<file path="src/rtl/prog_rom_sequencer.sv">
// Writable program store plus a one-instruction-per-cycle INC/JNO/HLT/NOP sequencer.
// Optional run-cycle watchdog enabled by defining INSN_WDOG_EN.
module prog_rom_sequencer #(
  parameter int ADDR_W      = 2,
  parameter int DATA_W      = 4,
  parameter int WDOG_CYCLES = 64
) (
  input  logic              clk,
  input  logic              rst_n,
  input  logic              start,
  input  logic              wr_en,
  input  logic [ADDR_W-1:0] wr_addr,
  input  logic [ADDR_W+1:0] wr_data,
  output logic              busy,
  output logic              halted,
  output logic [ADDR_W-1:0] pc,
  output logic [DATA_W-1:0] acc,
  output logic              ovf,
  output logic              wr_reject,
  output logic              timeout
);

  localparam int DEPTH = 1 << ADDR_W;
  localparam int IW    = ADDR_W + 2;

  localparam logic [1:0] OP_INC = 2'b00;
  localparam logic [1:0] OP_JNO = 2'b01;
  localparam logic [1:0] OP_HLT = 2'b10;

  if (ADDR_W < 1 || DATA_W < 2 || WDOG_CYCLES < 1) begin : g_bad_params
    $error("prog_rom_sequencer: illegal parameter values");
  end

  typedef enum logic [1:0] {
    ST_IDLE = 2'd0,
    ST_RUN  = 2'd1,
    ST_HALT = 2'd2
  } state_t;

  state_t state;

  logic [IW-1:0]     mem [DEPTH];
  logic [IW-1:0]     insn;
  logic [1:0]        op;
  logic [ADDR_W-1:0] target;

  assign insn   = mem[pc];
  assign op     = insn[IW-1:ADDR_W];
  assign target = insn[ADDR_W-1:0];

  // Power-on program: INC / JNO 0 / INC / HLT, every further word HLT.
  function automatic logic [IW-1:0] default_word(input int idx);
    logic [IW-1:0] w;
    w = {OP_HLT, {ADDR_W{1'b0}}};
    if (idx == 0 || idx == 2) w = {OP_INC, {ADDR_W{1'b0}}};
    if (idx == 1)             w = {OP_JNO, {ADDR_W{1'b0}}};
    return w;
  endfunction

  // Writes land only outside RUN so the running program is never modified.
  always_ff @(posedge clk) begin
    if (!rst_n) begin
      for (int i = 0; i < DEPTH; i++) mem[i] <= default_word(i);
    end else if (wr_en && state != ST_RUN) begin
      mem[wr_addr] <= wr_data;
    end
  end

`ifdef INSN_WDOG_EN
  localparam int WDOG_W = $clog2(WDOG_CYCLES + 1);
  logic [WDOG_W-1:0] wdog_cnt;
  logic              timeout_q;
  assign timeout = timeout_q;
`else
  assign timeout = 1'b0;
`endif

  always_ff @(posedge clk) begin
    if (!rst_n) begin
      state     <= ST_IDLE;
      busy      <= 1'b0;
      halted    <= 1'b0;
      pc        <= '0;
      acc       <= '0;
      ovf       <= 1'b0;
      wr_reject <= 1'b0;
`ifdef INSN_WDOG_EN
      wdog_cnt  <= '0;
      timeout_q <= 1'b0;
`endif
    end else begin
      wr_reject <= wr_en && (state == ST_RUN);
      case (state)
        ST_RUN: begin
          case (op)
            OP_INC: begin
              acc <= acc + DATA_W'(1);
              if (&acc) ovf <= 1'b1;
              pc  <= pc + ADDR_W'(1);
            end
            OP_JNO: begin
              if (!ovf) begin
                pc <= target;
              end else begin
                pc  <= pc + ADDR_W'(1);
                ovf <= 1'b0;
              end
            end
            OP_HLT: begin
              state  <= ST_HALT;
              busy   <= 1'b0;
              halted <= 1'b1;
            end
            default: pc <= pc + ADDR_W'(1);
          endcase
`ifdef INSN_WDOG_EN
          // The limiting instruction still executes; only the state changes.
          wdog_cnt <= wdog_cnt + WDOG_W'(1);
          if (op != OP_HLT && wdog_cnt == WDOG_W'(WDOG_CYCLES - 1)) begin
            state     <= ST_HALT;
            busy      <= 1'b0;
            halted    <= 1'b1;
            timeout_q <= 1'b1;
          end
`endif
        end
        default: begin
          if (start) begin
            state  <= ST_RUN;
            busy   <= 1'b1;
            halted <= 1'b0;
            pc     <= '0;
            acc    <= '0;
            ovf    <= 1'b0;
`ifdef INSN_WDOG_EN
            wdog_cnt  <= '0;
            timeout_q <= 1'b0;
`endif
          end
        end
      endcase
    end
  end

endmodule

</file>
<file path="config.mk">
export PLATFORM = sky130hd
export DESIGN_NAME = prog_rom_sequencer
export DESIGN_NICKNAME = d
export VERILOG_FILES = /design/src/rtl/prog_rom_sequencer.sv
export SDC_FILE = /design/constraint.sdc
export NUM_CORES = 1
export LEC_CHECK = 0
export BUFFER_PORTS_ARGS = -buffer_cell sky130_fd_sc_hd__buf_2
export CAP_MARGIN = 15
export CORE_MARGIN = 2
export CORE_UTILIZATION = 40
export CTS_CLUSTER_SIZE = 12
export DETAILED_ROUTE_END_ITERATION = 12
export MAX_ROUTING_LAYER = met4
export PLACE_DENSITY_LB_ADDON = 0.2
export SYNTH_ARGS = -nofsm -noshare
export SYNTH_HDL_FRONTEND = slang
export SYNTH_SLANG_ARGS = --single-unit
</file>
<file path="constraint.sdc">
create_clock -name clk -period 3.35 [get_ports clk]
set_input_delay 0.67 -clock clk [delete_from_list [all_inputs] [get_ports clk]]
set_output_delay 0.67 -clock clk [all_outputs]
set_load 0.01 [all_outputs]
</file>
Word level (Yosys, flattened, before mapping)
Memory sizes are Yosys's and may differ from the RTL's. A register that Yosys moved wholly into a read port is not among the register bits.
Cells that the tools add are included.
{"block": "classes", "addsub": 2, "eq_ne": 9, "muxes": 30, "reduce_logical": 10}
{"operator": "2-to-1 mux 4 bit", "n": 6}
{"operator": "2-to-1 mux 2 bit", "n": 9}
{"operator": "2-to-1 mux 1 bit", "n": 13}
{"operator": "inequality test 2 x 1 -> 1 bit, second input constant", "n": 3}
{"operator": "AND reduction 2 bit", "n": 3}
{"operator": "adder 4 x 1 -> 4 bit, second input constant", "n": 1}
{"operator": "equality test 2 x 1 -> 1 bit, second input constant", "n": 2}
{"operator": "case mux 2 bit (2 select lines)", "n": 1}
{"operator": "AND reduction 4 bit", "n": 1}
{"operator": "OR reduction 4 bit", "n": 1}
{"operator": "inequality test 3 x 1 -> 1 bit, second input constant", "n": 1}
{"operator": "inequality test 3 bit, second input constant", "n": 1}
{"operator": "AND reduction 3 bit", "n": 1}
{"operator": "adder 2 x 1 -> 2 bit, second input constant", "n": 1}
{"operator": "equality test 2 bit, second input constant", "n": 1}
{"operator": "logical AND 1 bit", "n": 2}
{"operator": "logical NOT 2 bit", "n": 1}
{"operator": "inequality test 2 bit, second input constant", "n": 1}
{"operator": "case mux 1 bit (2 select lines)", "n": 1}
{"operator": "nonzero test 2 bit", "n": 1}
{"block": "word_totals", "regBits": 12, "mem_bits_rw": 16, "n_memories": 1}
{"name": "mem", "depth": 4, "word_bits": 4, "read_ports": 1, "rd_ports_with_merged_regs": 1, "write_ports": 4, "line": "42", "source": "logic [IW-1:0] mem [DEPTH];"}

Depth between registers and ports, before layout
Gate-level depths: netlist (run 1).
{"block": "logic_depth", "word_depth": 7, "mapped_depth": 6, "ltp_nobuf": 5}

Worst setup path after synthesis (run 1)
OpenSTA, ideal clock, no wires.
{"block": "synth_path", "path_type": "reg-to-reg", "startpoint": "register with a tool-made name", "endpoint": "register acc[3]", "setup_time_ns": 0.074, "arrival_ns": 1.785, "setup_slack_ns": 1.490, "stages_incl_launch_ff": 6, "n_path_buf": 1, "period_less_slack_ns": 1.860, "path_cell_list": "dfxtp_1 -> buf_6 -> mux4_2 -> or3_4 -> or3_1 -> a31oi_1"}
{"item": "end signal: assignment", "line": "97", "source": "acc <= acc + DATA_W'(1);"}
{"item": "end: declaration", "line": "17", "source": "output logic [DATA_W-1:0] acc,"}

==> results of run 1 <==
[through the flow]
step	cells	worst slack, ns	total power [mW]	cell area [um^2]
2_1_floorplan	120	1.49	0.458	1380
5_1_grt	184	1.03	0.638	1530
4_1_cts	184	1.20	0.616	1530
3_5_place_dp	180	1.22	0.482	1500
3_3_place_gp	180	1.23	0.481	1500
6_report	184	1.20	0.609	1530
[cells by family (layout without fill, tap and decap cells)]
| group | after synthesis | in the layout | share of synthesized area |
|---|---|---|---|
| AND/OR/NAND/NOR | 53 | 53 | 0.228 |
| flip-flops | 28 | 28 | 0.523 |
| AO/OA/AOI/OAI | 19 | 19 | 0.0953 |
| multiplexers | 9 | 9 | 0.109 |
| buffers and inverters | 9 | 27 | 0.0336 |
| adder cells (fa/ha/maj) | 1 | 1 | 0.00907 |
| other | 1 | 1 | 0.00272 |
[sequential cells by signal, summed over array words and instances (netlist names), named ones only]
signal / cells
pc: 2
halted: 1
ovf: 1
mem: 16
wr_reject: 1
state: 1
acc: 4
[worst min path at each step]
| stage | startpoint | end | slack [ns] |
|---|---|---|---|
| floorplan | ovf$_SDFFE_PN0P_ | ovf$_SDFFE_PN0P_ | 0.51 |
| global placement | acc[1]$_SDFFE_PN0P_ | acc[1]$_SDFFE_PN0P_ | 0.50 |
| detailed placement | acc[1]$_SDFFE_PN0P_ | acc[1]$_SDFFE_PN0P_ | 0.51 |
| CTS | acc[1]$_SDFFE_PN0P_ | acc[1]$_SDFFE_PN0P_ | 0.53 |
| global route | acc[3]$_SDFFE_PN0P_ | acc[3]$_SDFFE_PN0P_ | 0.56 |
| finish | acc[1]$_SDFFE_PN0P_ | acc[1]$_SDFFE_PN0P_ | 0.52 |
[area by class of cell]
cell class | count | area, um^2
clock buffers | 3 | 22.5
inverters | 4 | 15.0
multi-input cells | 83 | 612
repair buffers | 19 | 95.1
fillers | 343 | 1780
well taps | 46 | 57.6
clock inverters | 1 | 3.75
flip-flops and latches | 28 | 721
[routing by layer]
layer	up-vias	share of wire	track usage
met4	0	0.016	0.0611
met3	4	0.058	0.0324
met5	-	0	-
met2	29	0.49	0.241
li1	482	-	-
met1	433	0.43	0.168
[cell usage in the layout, fill, tap and decap left out, types with 3 or more instances in the layout]
cell / count
inv_1: 4
a21oi_1: 5
o21ai_0: 3
nor3b_1: 3
o211ai_1: 3
nand4_1: 3
clkbuf_4: 3
nand2_1: 3
buf_2: 19
nand2b_1: 7
mux2i_1: 3
and2_1: 14
dfxtp_1: 12
nor2_1: 6
edfxtp_1: 16
nor3_1: 3
nand3_1: 5
[worst max-delay path: stages (launching register included)]
cell	delay, ns
dfxtp_1	0.58
mux4_2	0.58
nor3_1	0.49
a21oi_1	0.14
o21ai_0	0.19
a21oi_1	0.08
[power breakdown]
part	internal (mW)	switching [mW]
Sequential	0.380	0.0155
Combinational	0.0362	0.0424
Clock	0.0436	0.0914
==> impl_results.md, run 1 <==
- Most common cell in the synthesized netlist: edfxtp_1
- Layout cell share with drive strength beyond 1: 0.203
- Synth top area share: 0.348
- Number of global-route vias before repair: 942
- Initial core utilization: 0.416
- RSZ-0062 raised after global routing: false
- Leakage: 0.585 nW
- Residual DRC count: 0
- Asr flop ratio synth: 0
- Final core occ: 0.461
- Die area: 3930 um^2
- Final ANT Viol Nets: 0
- EDFF count, synth: 16
- I/O Pins: 21
- CTS tree: built
- PostCTS Resize Cnt: 0
- Hpwl dp: 2060 um
- Routed Wire Length: 2560 um
- Drt via density: 5.15
- Setup violations, final: 0
- Post-layout min period: 2.15 ns
- GPL Wtd Cong: 0.934
- Setup crit end kind: flop
- Wire length per cell: 13.9 um
- Clock transition at path regs: 0.14 ns
- Top FF cell, synth: edfxtp_1
- Worst R2R Path Depth: 5
- Chip width: 62.7 um
- Post-Synthesis Cells: 120
- Critical path class: reg -> reg
- CP Launch Type: flop
- Largest net degree at the start of global routing: 16
- CP max FO: 10
- Clock root buffer: clkbuf_4
- Post-CTS Setup Bufs: 0
- F_max: 465 MHz
- Hold buffers post-CTS: 0
- Rel. slew slack: 0.517
- Flop2flop setup slack: 1.20 ns
- Critical path required time: 3.57 ns
- Flops & latches, synth: 28
- Max_cap viols: 0
- Ys Warns: 0
- Final nets: 150
- Final TNS setup: 0 ns
- Worst hold stages: 2
- Seq/Total Area, Yosys: 0.523
- First-pass GRT wire length: 4310 um
- Post-synth design cell area: 1380 um^2
- Post-synth top cells: edfxtp_1, and2_1, dfxtp_1, nand2b_1, nor2_1
- CTS buffer count: 3
- Worst Skew: 0.00416 ns
- Syn Area/Cell: 11.5 um^2
- IO buf count: 19
- Period utilisation layout: 0.642
- Clk buf depth: 2
- Outcome: finished, final reports clean
- Library cells used by synthesis: 38
- H-tree depth: 1
- DRT iter0 DRCs: 41
- Die Ht: 62.7 um
- Area leader, netlist: edfxtp_1
- Hold Vio Cnt, Final: 0
- Number of sinks on the clock net: 28
- Row cnt: 21
- Via count: 948
- Global-route usage over all layers: 0.144
- Max-slew violation count: 0
- Max VDD drop: 0.000139 V
- PD cells: 399 nW/um^2
- Critical path arrival: 2.37 ns
- Reg-to-reg endpoint: acc[2]$_SDFFE_PN0P_
- Synth-to-layout area growth: 10.7%
- CP endpoint: acc[2]$_SDFFE_PN0P_
- Synth Net Count: 131
- Synth area leaders: edfxtp_1, dfxtp_1, and2_1
- Final hold slack: 0.524 ns
- Antenna Cells: 0
- Clock insertion delay at the later pin of the skew report: 0.32 ns
- Core box area: 3310 um^2
- Initial antenna violation count: 0
- HP Class: reg -> reg
- Worst-Margin Slew: 0.715 ns
- Drt pass-1 iters: 4
- Gr ovfl total: 0
No activity file was read; power rests on OpenSTA's default activity.
==> run 2: changes to the inputs <==
ABC_AREA = 1   (was not set)
clock period = 2.2 ns   (was 3.35 ns; I/O delays follow)
==> run 2 against run 1 <==
Compared with the run above: die area is 3.1% higher; critical path depth is 1 lower; non-clock buffer count stayed put; largest power group unchanged; worst setup slack worse by 0.50 ns; critical path type unchanged; maximum frequency is 44% higher; worst hold slack worse by 0.16 ns; cell area is 3.4% higher.
==> impl_results.md, run 2 <==
- Die area: 4050 um^2
- Worst Skew: 0.0116 ns
- Critical path class: reg -> reg
- Asr flop ratio synth: 0
- EDFF count, synth: 16
- Critical path buffer and inverter count: 1
- Final nets: 202
- Post-layout min period: 1.50 ns
- Initial antenna violation count: 0
- CP max stage delay: 0.48 ns
- Clock insertion delay at the later pin of the skew report: 0.33 ns
- Initial core utilization: 0.420
- Switch Pwr: 0.291 mW
- Setup violations, final: 0
- Post-Synthesis Cells: 170
- CP Launch Type: flop
- Most common cell in the synthesized netlist: nand2_1
- Row cnt: 21
- Hold buffers post-CTS: 0
- Synth Net Count: 181
- Max-slew violation count: 0
- HP Class: in -> reg
- Via count: 1116
- Final TNS setup: 0 ns
- Switching share of power: 0.289
- Wire length per cell: 12.1 um
- Layout cell share with drive strength beyond 1: 0.221
- DRT iter0 DRCs: 73
- CP max FO: 7
- Period utilisation layout: 0.680
- Commonest non-fill, non-tap cell in the layout: nand2_1
- F_max: 668 MHz
- Flops & latches, synth: 28
- Top FF cell, synth: edfxtp_1
- Number of sinks on the clock net: 28
- Syn Area/Cell: 8.38 um^2
- Flop2flop setup slack: 0.70 ns
- Leakage: 0.712 nW
- Synth area leaders: edfxtp_1, dfxtp_1, nand2_1
- Number of global-route vias before repair: 1109
- Setup crit end kind: flop
- Drt via density: 4.73
- Synth-to-layout area growth: 10.9%
- CP cell instances: nor2_8, inv_1, nand3_1, a21oi_1
- Internal: 0.714 mW
- GPL Wtd Cong: 0.772
- Most frequent cells in the layout: nand2_1, buf_2, nor2_1
- Clock transition at path regs: 0.15 ns
- Largest net degree at the start of global routing: 16
- Most flop-heavy register: mem
- CTS tree: built
- Hpwl dp: 2230 um
- Placed insts: 232
- Residual DRC count: 0
- Critical path required time: 2.21 ns
- Post-synth top cells: nand2_1, nor2_1, edfxtp_1, inv_1, nand3_1
- Largest registers: mem x16, acc x4, pc x2
- Combinational power share: 0.179
- Core box area: 3390 um^2
- Drt pass-1 iters: 4
- Sequential share of power: 0.601
- Die Ht: 63.7 um
- Critical path arrival: 1.51 ns
- Outcome: finished, final reports clean
- Critical-path top delay cell: dfxtp_1
- RSZ-0062 raised after global routing: false
- Final core occ: 0.466
- Global-route usage over all layers: 0.157
- PD cells: 637 nW/um^2
- Max_cap viols: 0
- Max VDD drop: 0.000254 V
- Ys Warns: 0
- Largest delay share family, worst path: flip-flops
- Clk buf depth: 2
- Synth top area share: 0.337
- First-pass GRT wire length: 4840 um
- Post-CTS Setup Bufs: 0
- Routed Wire Length: 2850 um
- Post-synth design cell area: 1420 um^2
- Clock root buffer: clkbuf_4
- Max reg flops: 16
- CTS buffer count: 3
- Area leader, netlist: edfxtp_1
- I/O Pins: 21
- Tot Pwr: 1.01 mW
- Seq/Total Area, Yosys: 0.506
- IO buf count: 19
- Library cells used by synthesis: 27
- Clk pwr share: 0.220
- Antenna Cells: 0
- Layout Cells excl Fill: 236
- PostCTS Resize Cnt: 0
- Gr ovfl total: 0
- H-tree depth: 1
- Hold Vio Cnt, Final: 0
- Final ANT Viol Nets: 0
- Chip width: 63.7 um
-- run 2: kinds of logic after synthesis --
| logic type | after synthesis | share of synthesized area |
|---|---|---|
| AOI/OAI and AO/OA | 17 | 0.0633 |
| DFF | 28 | 0.506 |
| and+or+nand+nor | 98 | 0.334 |
| adders and majority gates | 1 | 0.00879 |
| other | 1 | 0.00263 |
| buffers and inverters | 23 | 0.0729 |
| xor gates and xnor gates | 2 | 0.0123 |
-- run 2: area by class of cell --
class                   instances  area [um^2]
fillers                       341         1810
flip-flops and latches         28          721
multi-input cells             119          599
repair buffers                 19         95.1
inverters                      20         80.1
well taps                      46         57.6
clock buffers                   4         26.3
-- run 2: path summary, 6_finish.rpt --
kind                               from                     to  depth (start not counted)
setup reg to reg    halted$_SDFFE_PN0P_    mem[3][2]$_DFFE_PP_                          4
setup / recovery    halted$_SDFFE_PN0P_    mem[3][2]$_DFFE_PP_                          4
hold / removal                    start    halted$_SDFFE_PN0P_                          4
hold reg to reg   state[0]$_SDFFE_PN0P_  state[0]$_SDFFE_PN0P_                          2
-- run 2: per-stage QoR --
step | setup WS (ns) | cell area [um^2] | hold WS [ns]
final | 0.703 | 1580 | 0.369
after global routing | 0.540 | 1580 | 0.386
after CTS | 0.669 | 1580 | 0.358
after detailed placement | 0.499 | 1550 | 0.480
after global placement | 0.555 | 1550 | 0.474
after floorplan | 0.669 | 1420 | 0.502
-- run 2: worst reg2reg max path, delay by kind of cell, from the launching register on --
| family | cells | cell delay (ns) |
|---|---|---|
| buffers and inverters | 1 | 0.17 |
| and+or+nand+nor | 2 | 0.18 |
| DFF | 1 | 0.48 |
| AOI/OAI and AO/OA | 1 | 0.34 |
-- run 2: power by group through the flow --
stage	Clock [mW]	Combinational [mW]	Sequential, mW
floorplan	0	0.137	0.612
global placement	0	0.176	0.616
detailed placement	0	0.180	0.616
CTS	0.229	0.181	0.605
global route	0.251	0.205	0.609
finish	0.221	0.180	0.604
-- run 2: layer usage --
layer  global-route usage  wire [um]  up-vias
met3               0.0161        105        4
li1                     -          -      584
met4               0.0571         30        0
met2                0.254       1360       21
met5                    -          0        -
met1                0.204       1350      507
